`src/rtl/add_full_bist.sv`:
```
// ----------------------------------------------------------------------------
// add_full_bist
//   Logic-BIST controller for the ADD_FULL full-adder slice. Applies the
//   exhaustive pattern set 0..NPAT-1 on {x,y,cin}, compacts {s,cout} into a
//   rotate-and-XOR signature and flags pass/fail against GOLDEN.
//
//   Optional feature macro: BIST_RESP_REG_EN
//     Registers resp_i before the compactor. The first RUN cycle is a bubble
//     and the last pattern is held one extra cycle, so RUN lasts NPAT+1
//     cycles. The signature is identical to the default build.
//
// Ports
//   clk          clock
//   rst_n        asynchronous active-low reset
//   start_i      start a run (acted on in IDLE or DONE only)
//   abort_i      synchronous return to IDLE, wins over start_i
//   resp_i       DUT response, [1]=s, [0]=cout
//   stim_o       registered DUT stimulus, [2]=x, [1]=y, [0]=cin
//   test_mode_o  selects BIST stimulus at the DUT input mux (RUN)
//   busy_o       high in RUN
//   done_o       high in DONE
//   pass_o       done_o && sig_o == GOLDEN
//   sig_o        signature register
// ----------------------------------------------------------------------------
module add_full_bist #(
    parameter int              NIN    = 3,
    parameter int              NOUT   = 2,
    parameter int              NPAT   = 8,
    parameter int              SIGW   = 8,
    parameter logic [SIGW-1:0] GOLDEN = 8'hC5
) (
    input  logic            clk,
    input  logic            rst_n,
    input  logic            start_i,
    input  logic            abort_i,
    input  logic [NOUT-1:0] resp_i,
    output logic [NIN-1:0]  stim_o,
    output logic            test_mode_o,
    output logic            busy_o,
    output logic            done_o,
    output logic            pass_o,
    output logic [SIGW-1:0] sig_o
);

    // Wide enough to hold NPAT, which the registered-response build reaches.
    localparam int CW = $clog2(NPAT + 1);

    typedef enum logic [1:0] {IDLE, RUN, DONE} state_e;

    state_e          state_q, state_d;
    logic [CW-1:0]   cnt_q, cnt_d;
    logic [NIN-1:0]  stim_q, stim_d;
    logic [SIGW-1:0] sig_q, sig_d;
    logic [CW-1:0]   cnt_inc;
    logic [SIGW-1:0] sig_rot;

    assign cnt_inc = cnt_q + 1'b1;
    // MSB wraps into the LSB before the response is folded in.
    assign sig_rot = {sig_q[SIGW-2:0], sig_q[SIGW-1]};

`ifdef BIST_RESP_REG_EN
    logic [NOUT-1:0] resp_q;

    always_ff @(posedge clk or negedge rst_n) begin
        if (!rst_n) resp_q <= '0;
        else        resp_q <= resp_i;
    end
`endif

    always_ff @(posedge clk or negedge rst_n) begin
        if (!rst_n) begin
            state_q <= IDLE;
            cnt_q   <= '0;
            stim_q  <= '0;
            sig_q   <= '0;
        end else begin
            state_q <= state_d;
            cnt_q   <= cnt_d;
            stim_q  <= stim_d;
            sig_q   <= sig_d;
        end
    end

    always_comb begin
        state_d = state_q;
        cnt_d   = cnt_q;
        stim_d  = stim_q;
        sig_d   = sig_q;
        unique case (state_q)
            IDLE, DONE: begin
                if (start_i) begin
                    state_d = RUN;
                    cnt_d   = '0;
                    stim_d  = '0;
                    sig_d   = '0;
                end
            end
            RUN: begin
`ifdef BIST_RESP_REG_EN
                // resp_q lags stim by one cycle: skip slot 0, drain in slot NPAT.
                if (cnt_q != '0) sig_d = sig_rot ^ SIGW'(resp_q);
                if (cnt_q == CW'(NPAT)) begin
                    state_d = DONE;
                    cnt_d   = '0;
                    stim_d  = '0;
                end else begin
                    cnt_d = cnt_inc;
                    if (cnt_q != CW'(NPAT - 1)) stim_d = NIN'(cnt_inc);
                end
`else
                sig_d = sig_rot ^ SIGW'(resp_i);
                if (cnt_q == CW'(NPAT - 1)) begin
                    state_d = DONE;
                    cnt_d   = '0;
                    stim_d  = '0;
                end else begin
                    cnt_d  = cnt_inc;
                    stim_d = NIN'(cnt_inc);
                end
`endif
            end
            default: state_d = IDLE;
        endcase
        if (abort_i) begin
            state_d = IDLE;
            cnt_d   = '0;
            stim_d  = '0;
            sig_d   = '0;
        end
    end

    assign stim_o      = stim_q;
    assign sig_o       = sig_q;
    assign test_mode_o = (state_q == RUN);
    assign busy_o      = (state_q == RUN);
    assign done_o      = (state_q == DONE);
    assign pass_o      = done_o && (sig_q == GOLDEN);

endmodule

```
`config.mk`:
```
export PLATFORM = sky130hd
export DESIGN_NAME = add_full_bist
export DESIGN_NICKNAME = d
export VERILOG_FILES = /design/src/rtl/add_full_bist.sv
export SDC_FILE = /design/constraint.sdc
export NUM_CORES = 1
export LEC_CHECK = 0
export BUFFER_PORTS_ARGS = -buffer_cell sky130_fd_sc_hd__clkbuf_2
export CAP_MARGIN = 20
export CORE_MARGIN = 3
export CORE_UTILIZATION = 35
export DETAILED_ROUTE_END_ITERATION = 10
export SLEW_MARGIN = 20
export SYNTH_ARGS = -nofsm -noshare
export SYNTH_HDL_FRONTEND = slang
export SYNTH_SLANG_ARGS = --single-unit
```
`constraint.sdc`:
```
create_clock -name clk -period 3.26 [get_ports clk]
set_input_delay 0.163 -clock clk [delete_from_list [all_inputs] [get_ports clk]]
set_output_delay 0.163 -clock clk [all_outputs]
set_load 0.02 [all_outputs]
```
==> reports/metrics.cfg, run 1 <==
[drt]
via_per_inst=4.95
ant_nets=0
wirelength_um=1420
drtIter0Drc=12
routed-via-count=505
wl_per_cell_um=13.9
firstDrtPassIters=4
drc_errors=0

[synthesis]
synth.avg_cell_area_um2=12.2
synthAdderAreaFrac_pct=1.84
synth_mux_area_share_pct=1.47
synth-compound-area-share_pct=17.3
syn_inst=56
synthXorXnorAreaFrac_pct=2.57
synth_top_family_by_area=simple AND/OR/NAND/NOR gates
yosysWarnings=0
synth_seq_area_share_pct=51.5
ys_ff_latch=14
synth_top_area_cell=dfrtp_1
ys_types=26
synth_top_area_share_pct=51.5
synthTopCellsByArea=dfrtp_1 (51%), a22o_1 (12%), buf_4 (5.5%), nand2b_1 (2.8%), nor3b_4 (2.8%)
syn_area_um2=681
synthSimpleGateAreaFrac_pct=18.2
synth_fp_nets=63

[layout]
nets=85
final_common_cell=clkbuf_2
synthToLayoutAreaGrowth_pct=21.7
design_area_um2=828
antenna_cells=0
layout-drive-gt1-share_pct=39.0
final_cell_mix=clkbuf_2 (20), dfrtp_1 (14), a22o_1 (9)

[pwr]
pwr-share-seq_pct=50.8
p_leak_nw=0.428
p_switching_mw=0.0978
p_per_area_nw_per_um2=440
vdd_drop_max_mv=0.158
swShare_pct=26.8
intPower_mw=0.266
clockPowerShare_pct=34.7
p_comb_share_pct=14.5

[status]
status=completed

[timing]
worst_pin_slew_ns=0.475
final_hold_viol_count=0
slew-limit-headroom_pct=68.3
setup_viol=0
slew_viol_final=0
tns_ns=0
rsz0062_at_grt=no
finalCriticalPeriod_ns=1.75
finalCritPeriodShare_pct=53.7
fin_ws_ns=1.51
worst_hold_slack_ns=0.137
final.setup_skew_ns=0.00157
fmax_mhz=572

[clock_network]
cts_tree=done
clock_sinks=14
root_buffer=clkbuf_4
htree_levels=1
post_cts_buffers=0
clockBufferDepth=2
clkTransAtPathRegs_ns=0.09
insertion_delay_ns=0.28
numCtsBuffers=3

[flow_run]
cap_violations=0

[grt]
grt-ovfl-total=0
grt_max_degree=15
grt_usage_pct=12.6
grt_pass1_wl_um=2330
antenna_found_initial=0
grt_pass1_vias=491

[floorplanning]
rows=15
die_h_um=50.1
fp.dieW_um=50.1
core-area_um2=1780
start_util_pct=38.2
dieArea_um2=2510
io_pins=21

[placed_design]
io_buffers=20
pre_cts_slack_ns=1.83
place_hpwl_um=966
place_area_um2=782
routabilityCongestion=0.680

[worst_setup_path]
crit_fanout=4
worst_ep_required_time_ns=3.10
crit_arrival_ns=1.59
critPathKind=flop to primary output
crit_path_end_kind=primary output
critPathLaunchType=flop

[min_path]
min_path_type=input port to flop

## flip-flops by register name, summed over array words and instances (netlist names)
register  count
cnt_q         4
sig_o         8
state_q       2
## critical path, stage by stage, from the launching register on
cell	delay, ns
dfrtp_1	0.42
or4b_1	0.54
nor3_1	0.15
clkbuf_2	0.20
## area by class of cell
cell class                      instances  area [um^2]
Tap cell                               25         31.3
Sequential cell                        14          350
Inverter                                3         11.3
Clock buffer                            4         36.3
Timing Repair Buffer                   22          118
Multi-Input combinational cell         34          282
Fill cell                             170          955
## Yosys cell counts
master,instances
dfrtp_1,14
a22o_1,9
buf_4,5
nand2b_1,3
inv_1,2
nand4b_1,2
xor2_1,2
a221o_1,1
and3b_1,1
ha_1,1
inv_2,1
mux2i_1,1
nand2_2,1
nand2b_2,1
nand3_1,1
nand3b_1,1
nor2_1,1
nor2b_1,1
nor3_1,1
nor3b_1,1
nor3b_4,1
o21ai_0,1
o21ai_1,1
o22a_2,1
o32ai_1,1
or4b_1,1
## repair_timing
| action | 4_1_cts | 5_1_grt |
|---|---|---|
| hold buffers | 1 | 0 |
| hold endpoints to repair | 14 | 0 |
| gates resized for setup | 0 | 0 |
## layer usage
layer  track usage [%]  wire length (um)  vias to the layer above
met5                 0                 0                        -
met1              17.1               682                      244
met4              8.29                 0                        0
met2              18.3               693                       17
met3              1.81                47                        0
li1                  -                 -                      244
## cell families after synthesis
| group | after synthesis |
|---|---|
| XOR/XNOR | 2 |
| buffers and inverters | 8 |
| AO/OA/AOI/OAI | 14 |
| adder cells (fa/ha/maj) | 1 |
| AND/OR/NAND/NOR | 16 |
| flip-flops | 14 |
| multiplexers | 1 |
## path summary, 6_finish.rpt
| path | cells past startpoint | endpoint | startpoint | slack (ns) |
|---|---|---|---|---|
| setup / recovery | 3 | pass_o | sig_o[4]$_DFFE_PN0P_ | 1.51 |
| hold / removal | 2 | state_q[1]$_DFFE_PN0P_ | abort_i | 0.14 |
| setup reg to reg | 3 | cnt_q[2]$_DFFE_PN0P_ | state_q[0]$_DFFE_PN0P_ | 1.91 |
| hold reg to reg | 1 | cnt_q[0]$_DFFE_PN0P_ | cnt_q[0]$_DFFE_PN0P_ | 0.54 |
| max in group asynchronous | 2 | sig_o[5]$_DFFE_PN0P_ | rst_n | 2.67 |
| min in group asynchronous | 2 | state_q[0]$_DFFE_PN0P_ | rst_n | 0.33 |
## per-stage QoR
step | instances | util (%) | power, mW
floorplan | 56 | - | 0.224
global placement | 97 | 43.9 | 0.240
detailed placement | 97 | 43.9 | 0.241
CTS | 102 | 46.5 | 0.369
global route | 102 | 46.5 | 0.377
finish | 102 | 46.5 | 0.364
## power groups by stage
stage	sequential (mW)	clock (mW)	combinational (mW)
2_1_floorplan	0.190	0	0.0345
3_3_place_gp	0.188	0	0.0514
3_5_place_dp	0.188	0	0.0521
4_1_cts	0.185	0.130	0.0535
5_1_grt	0.186	0.133	0.0576
6_report	0.185	0.126	0.0527
No activity file was read; power rests on OpenSTA's default activity.
==> run 2, diff against run 1 <==
--- a/config.mk
+++ b/config.mk
@@ -5,6 +5,7 @@
 export SDC_FILE = /design/constraint.sdc
 export NUM_CORES = 1
 export LEC_CHECK = 0
+export ABC_AREA = 1
 export BUFFER_PORTS_ARGS = -buffer_cell sky130_fd_sc_hd__clkbuf_2
 export CAP_MARGIN = 20
 export CORE_MARGIN = 3
==> constraint.sdc (replaced) <==
create_clock -name clk -period 1.7 [get_ports clk]
set_input_delay 0.085 -clock clk [delete_from_list [all_inputs] [get_ports clk]]
set_output_delay 0.085 -clock clk [all_outputs]
set_load 0.02 [all_outputs]
==> reports/metrics.cfg, run 2 <==
[status]
status=completed

[drt]
via_per_inst=4.50  ; -9.1%
ant_nets=0  ; unchanged
drc_errors=0  ; unchanged
wl_per_cell_um=10.3  ; -26%
routed-via-count=603  ; +19%
drtIter0Drc=20  ; +8
wirelength_um=1380  ; -3.0%
firstDrtPassIters=4  ; unchanged

[floorplanning]
dieArea_um2=2570  ; +2.4%
die_h_um=50.7  ; +1.2%
fp.dieW_um=50.7  ; +1.2%
io_pins=21  ; unchanged
start_util_pct=38.8  ; +0.64 points
rows=15  ; unchanged
core-area_um2=1800  ; +1.1%

[synthesis]
syn_area_um2=699  ; +2.8%
ys_ff_latch=14  ; unchanged
syn_inst=89  ; +59%
synth_fp_nets=96  ; +52%
synth_top_area_share_pct=50.1  ; -1.4 points
yosysWarnings=0  ; unchanged
synth_ff_type=dfrtp_1
synth_edf_count=0  ; unchanged
synthTopCellsByCount=nand2_1 (33), dfrtp_1 (14), inv_1 (11)
synth_seq_area_share_pct=50.1  ; -1.4 points
ys_types=12  ; -54%
synth.avg_cell_area_um2=7.86  ; -35%
async_flop_share_pct=100  ; unchanged
yosysMostFrequentCell=nand2_1
synthTopCellsByArea=dfrtp_1 (50%), nand2_1 (18%), inv_1 (5.9%), o21ai_0 (4.3%), buf_4 (4.3%)
synth_top_area_cell=dfrtp_1

[worst_setup_path]
crit_fanout=5  ; +1
crit_path_end_kind=primary output
path_cells=nor2_1 -> nand4_1 -> nor2_1 -> clkbuf_2
cp_common_cell=nor2_1
critPathKind=flop to primary output
rrSetupSlack_ns=0.50  ; -1.41 ns
slowest_stage=dfrtp_1
cp_slowest_stage_delay_ns=0.43  ; -0.11 ns
critPathLaunchType=flop
crit_arrival_ns=1.24  ; -0.35 ns
worst_ep_required_time_ns=1.62  ; -1.48 ns

[placed_design]
io_buffers=20  ; unchanged
place_hpwl_um=1050  ; +8.5%
routabilityCongestion=0.734  ; +8.0%

[grt]
antenna_found_initial=0  ; unchanged
grt_pass1_vias=528  ; +7.5%
grt_pass1_wl_um=2390  ; +3.0%
grt-ovfl-total=0  ; unchanged
grt_max_degree=15  ; unchanged
grt_usage_pct=12.8  ; +0.20 points

[pwr]
p_leak_nw=0.469  ; +9.6%
p_per_area_nw_per_um2=801  ; +82%
vdd_drop_max_mv=0.355  ; +120%

[timing]
worst_hold_slack_ns=0.0152  ; -0.122 ns
slew-limit-headroom_pct=77.1  ; +8.8 points
fmax_mhz=752
rsz0062_at_grt=no
final.setup_skew_ns=0.000417  ; -0.00115 ns
finalCriticalPeriod_ns=1.33
finalCritPeriodShare_pct=78.2
tns_ns=0  ; unchanged
slew_viol_final=0  ; unchanged
setup_viol=0  ; unchanged
worst_pin_slew_ns=0.344  ; -0.131 ns
final_hold_viol_count=0  ; unchanged

[clock_network]
cts-resized-gates=0  ; unchanged
post_cts_buffers=0  ; unchanged
root_buffer=clkbuf_4
clockBufferDepth=2  ; unchanged
clkTransAtPathRegs_ns=0.08  ; about the same
numCtsBuffers=3  ; unchanged
clock_sinks=14  ; unchanged
insertion_delay_ns=0.27  ; about the same
htree_levels=1  ; unchanged
cts_tree=done

[layout]
multiInputGateArea_um2=267  ; -5.3%
nets=117  ; +38%
fill_cells=186  ; +9.4%
synthToLayoutAreaGrowth_pct=19.5
final_common_cell=nand2_1
largest_register_ffs=8  ; unchanged
layout-drive-gt1-share_pct=22.9  ; -16 points
antenna_cells=0  ; unchanged
final_cell_mix=nand2_1 (33), clkbuf_2 (20), dfrtp_1 (14)
seq_area_um2=350  ; unchanged

[min_path]
min_path_type=input port to flop

[flow_run]
cap_violations=0  ; unchanged

## run 2: power by group
group	leakage (nW)	switching [mW]	internal [mW]
Clock	0.0210	0.107	0.130
Combinational	0.255	0.0534	0.0246
Sequential	0.193	0.0119	0.342
## run 2: cell type report
type / count / area share (%)
flip-flops and latches: 14 / 41.9
multi-input cells: 59 / 31.9
repair buffers: 21 / 13.2
inverters: 11 / 4.94
clock buffers: 4 / 4.34
well taps: 25 / 3.74
## run 2: through the flow
| step | total power, mW | utilization, % | area [um^2] | worst slack, ns | cells |
|---|---|---|---|---|---|
| 6_report | 0.670 | 46.4 | 836 | 0.371 | 134 |
| 5_1_grt | 0.715 | 46.4 | 836 | 0.254 | 134 |
| 4_1_cts | 0.683 | 46.4 | 836 | 0.342 | 134 |
| 3_5_place_dp | 0.439 | 43.8 | 790 | 0.498 | 129 |
| 3_3_place_gp | 0.439 | 43.8 | 790 | 0.496 | 129 |
| 2_1_floorplan | 0.415 | - | 699 | 0.445 | 89 |
## run 2: logic make-up (layout without fill, tap and decap cells)
kind of cell,count (synthesis),in the layout,synth area share (%)
flip-flops,14,14,50.1
buffers and inverters,16,36,11.8
AND/OR/NAND/NOR,50,50,29.5
adder cells (fa/ha/maj),1,1,1.79
XOR/XNOR,2,2,2.50
AO/OA/AOI/OAI,6,6,4.29
## run 2: final timing paths
kind,from,to,cells past startpoint
setup / recovery,state_q[0]$_DFFE_PN0P_,pass_o,4
hold / removal,abort_i,cnt_q[2]$_DFFE_PN0P_,2
setup reg to reg,cnt_q[0]$_DFFE_PN0P_,cnt_q[3]$_DFFE_PN0P_,6
hold reg to reg,sig_o[3]$_DFFE_PN0P_,sig_o[3]$_DFFE_PN0P_,2
max in group asynchronous,rst_n,sig_o[7]$_DFFE_PN0P_,2
min in group asynchronous,rst_n,cnt_q[2]$_DFFE_PN0P_,2
## run 2: metal layers
metal,up-vias,GRT usage (%),part of all wire [%]
met5,-,0,0
met4,0,6.73,0.87
met3,2,4.45,7.8
met2,20,17.8,45
met1,265,17.1,46
li1,316,-,-
## run 2: repair_timing
| item | CTS | global route |
|---|---|---|
| endpoints found under the hold margin | 14 | 0 |
| setup endpoints to repair | 0 | 0 |
| hold buffers | 1 | 0 |
## run 2: worst max-delay path, delay by kind of cell, from the launching register on
family                 cells  cell delay [ns]
AND/OR/NAND/NOR            3             0.37
flip-flops                 1             0.43
buffers and inverters      1             0.17
==> run 3, diff against run 2 <==
==> constraint.sdc (replaced) <==
create_clock -name clk -period 1.2 [get_ports clk]
set_input_delay 0.06 -clock clk [delete_from_list [all_inputs] [get_ports clk]]
set_output_delay 0.06 -clock clk [all_outputs]
set_load 0.02 [all_outputs]
==> reports/metrics.cfg, run 3 (synthesis gave the netlist of run 2 again) <==
[grt]
antenna_found_initial=0  ; unchanged
grt_pass1_wl_um=2470  ; +3.2%
grtUsageMet3_pct=6.82  ; +2.4 points
grt_pass1_vias=551  ; +4.4%
grt-ovfl-total=0  ; unchanged
use_met2_pct=20.2  ; +2.4 points
gr-max-usage-layer=met2
grt_usage_pct=13.0  ; +0.19 points
grt_max_degree=15  ; unchanged
use_met1_pct=16.4  ; -0.77 points

[clock_network]
clock_sinks=14  ; unchanged
htree_levels=1  ; unchanged
insertion_delay_ns=0.27  ; about the same
numCtsBuffers=3  ; unchanged
clockBufferDepth=2  ; unchanged
clkTransAtPathRegs_ns=0.08  ; about the same
cts_tree=done
root_buffer=clkbuf_4

[layout]
final_common_cell=nand2_1
synthToLayoutAreaGrowth_pct=26.7
final_cell_mix=nand2_1 (33), clkbuf_2 (18), dfrtp_1 (13)
instances_no_fill=139  ; +3.7%
largest_register_ffs=8  ; unchanged
antenna_cells=0  ; unchanged
fill_cells=180  ; -3.2%
layout-drive-gt1-share_pct=29.8  ; +6.9 points
fin_util_pct=49.2  ; +2.8 points
nets=123  ; +5.1%

[timing]
fin_ws_ns=-0.0475  ; -0.418 ns
final.setup_skew_ns=0.00507  ; +0.00465 ns
slew_viol_final=0  ; unchanged
fmax_mhz=802
rsz0062_at_grt=yes
worst_pin_slew_ns=0.371  ; +0.0265 ns
tns_ns=-0.0623  ; -0.0623 ns
slew-limit-headroom_pct=75.3  ; -1.8 points
worst_hold_slack_ns=0.00612  ; -0.00905 ns
final_hold_viol_count=0  ; unchanged
finalCritPeriodShare_pct=104
finalCriticalPeriod_ns=1.25
setup_viol=3  ; +3

[pwr]
vdd_drop_max_mv=0.725  ; +100%
p_per_area_nw_per_um2=1010  ; +26%
p_leak_nw=0.492  ; +5.0%

[min_path]
hold_path_depth=2  ; unchanged
min_path_type=input port to flop

[worst_setup_path]
crit_arrival_ns=1.19  ; -0.05 ns
critPathLaunchType=flop
ff2ff_path_depth=5  ; -1
worst_ep_required_time_ns=1.14  ; -0.48 ns
slowest_stage=dfrtp_1
cp_slowest_stage_delay_ns=0.39  ; -0.04 ns
crit_fanout=3  ; -2
critPathKind=flop to primary output
crit_path_end_kind=primary output
path_cells=inv_2 -> nor2_4 -> nand4_1 -> nor2_1 -> buf_4

[drt]
via_per_inst=4.52  ; +0.40%
drtIter0Drc=8  ; -60%
wirelength_um=1550  ; +12%
routed-via-count=628  ; +4.1%
wl_per_cell_um=11.1  ; +8.2%
firstDrtPassIters=4  ; unchanged
drc_errors=0  ; unchanged
ant_nets=0  ; unchanged

[placed_design]
place_hpwl_um=1120  ; +6.3%
dp.cells=132  ; +2.3%
routabilityCongestion=0.758  ; +3.2%
io_buffers=20  ; unchanged

[floorplanning]
io_pins=21  ; unchanged
rows=15  ; unchanged
die_h_um=50.7  ; unchanged
fp.dieW_um=50.7  ; unchanged
dieArea_um2=2570  ; unchanged
start_util_pct=38.8  ; unchanged
core-area_um2=1800  ; unchanged

[status]
violations=setup timing
status=complete, but fails checks

[flow_run]
cap_violations=0  ; unchanged

-- run 3: per-stage QoR --
step           worst slack (ns)  instance area (um^2)  power [mW]
2_1_floorplan            0.0760                   702       0.589
3_3_place_gp             0.0211                   815       0.627
3_5_place_dp             0.0667                   815       0.630
4_1_cts                 -0.0418                   877       0.899
5_1_grt                  -0.104                   886       0.944
6_report                -0.0475                   886       0.891
-- run 3: path summary, 6_finish.rpt --
kind	end	slack, ns	from
min reg2reg	sig_o[3]$_DFFE_PN0P_	0.52	sig_o[3]$_DFFE_PN0P_
max reg2reg	state_q[1]$_DFFE_PN0P_	0.02	state_q[0]$_DFFE_PN0P_
max	pass_o	-0.05	state_q[1]$_DFFE_PN0P_
max in group asynchronous	state_q[0]$_DFFE_PN0P_	0.69	rst_n
min in group asynchronous	cnt_q[2]$_DFFE_PN0P_	0.22	rst_n
min	cnt_q[2]$_DFFE_PN0P_	0.006	abort_i
-- run 3: final cells by class --
class	instances	area, um^2	area share (%)
Multi-Input combinational cell	59	279	31.5
Timing Repair Buffer	27	160	18.1
Inverter	11	41.3	4.66
Clock buffer	3	22.5	2.54
Tap cell	25	31.3	3.53
Sequential cell	14	352	39.7
-- run 3: timing repair --
item / in CTS / in global routing
resized for setup: 4 / 5
hold endpoints to repair: 14 / 0
hold buffers: 1 / 0
pin swaps: 1 / 0
buffers inserted: 3 / 0
endpoints found under the setup margin: 3 / 18
-- run 3: layer usage --
metal,share of wire [%],wire (um)
met3,6.1,94
met2,48,737
met1,46,708
met4,0.58,9
met5,0,0
-- run 3: worst max-delay path, delay by kind of cell, from the launching register on --
| kind | cells | cell delay (ns) |
|---|---|---|
| buffers and inverters | 2 | 0.22 |
| and+or+nand+nor | 3 | 0.31 |
| DFF | 1 | 0.39 |
-- run 3: power breakdown --
group / total [mW] / internal (mW) / switching, mW / leakage [nW]
combinational: 0.132 / 0.0456 / 0.0861 / 0.287
clock: 0.259 / 0.116 / 0.143 / 0.0138
sequential: 0.500 / 0.485 / 0.0145 / 0.192
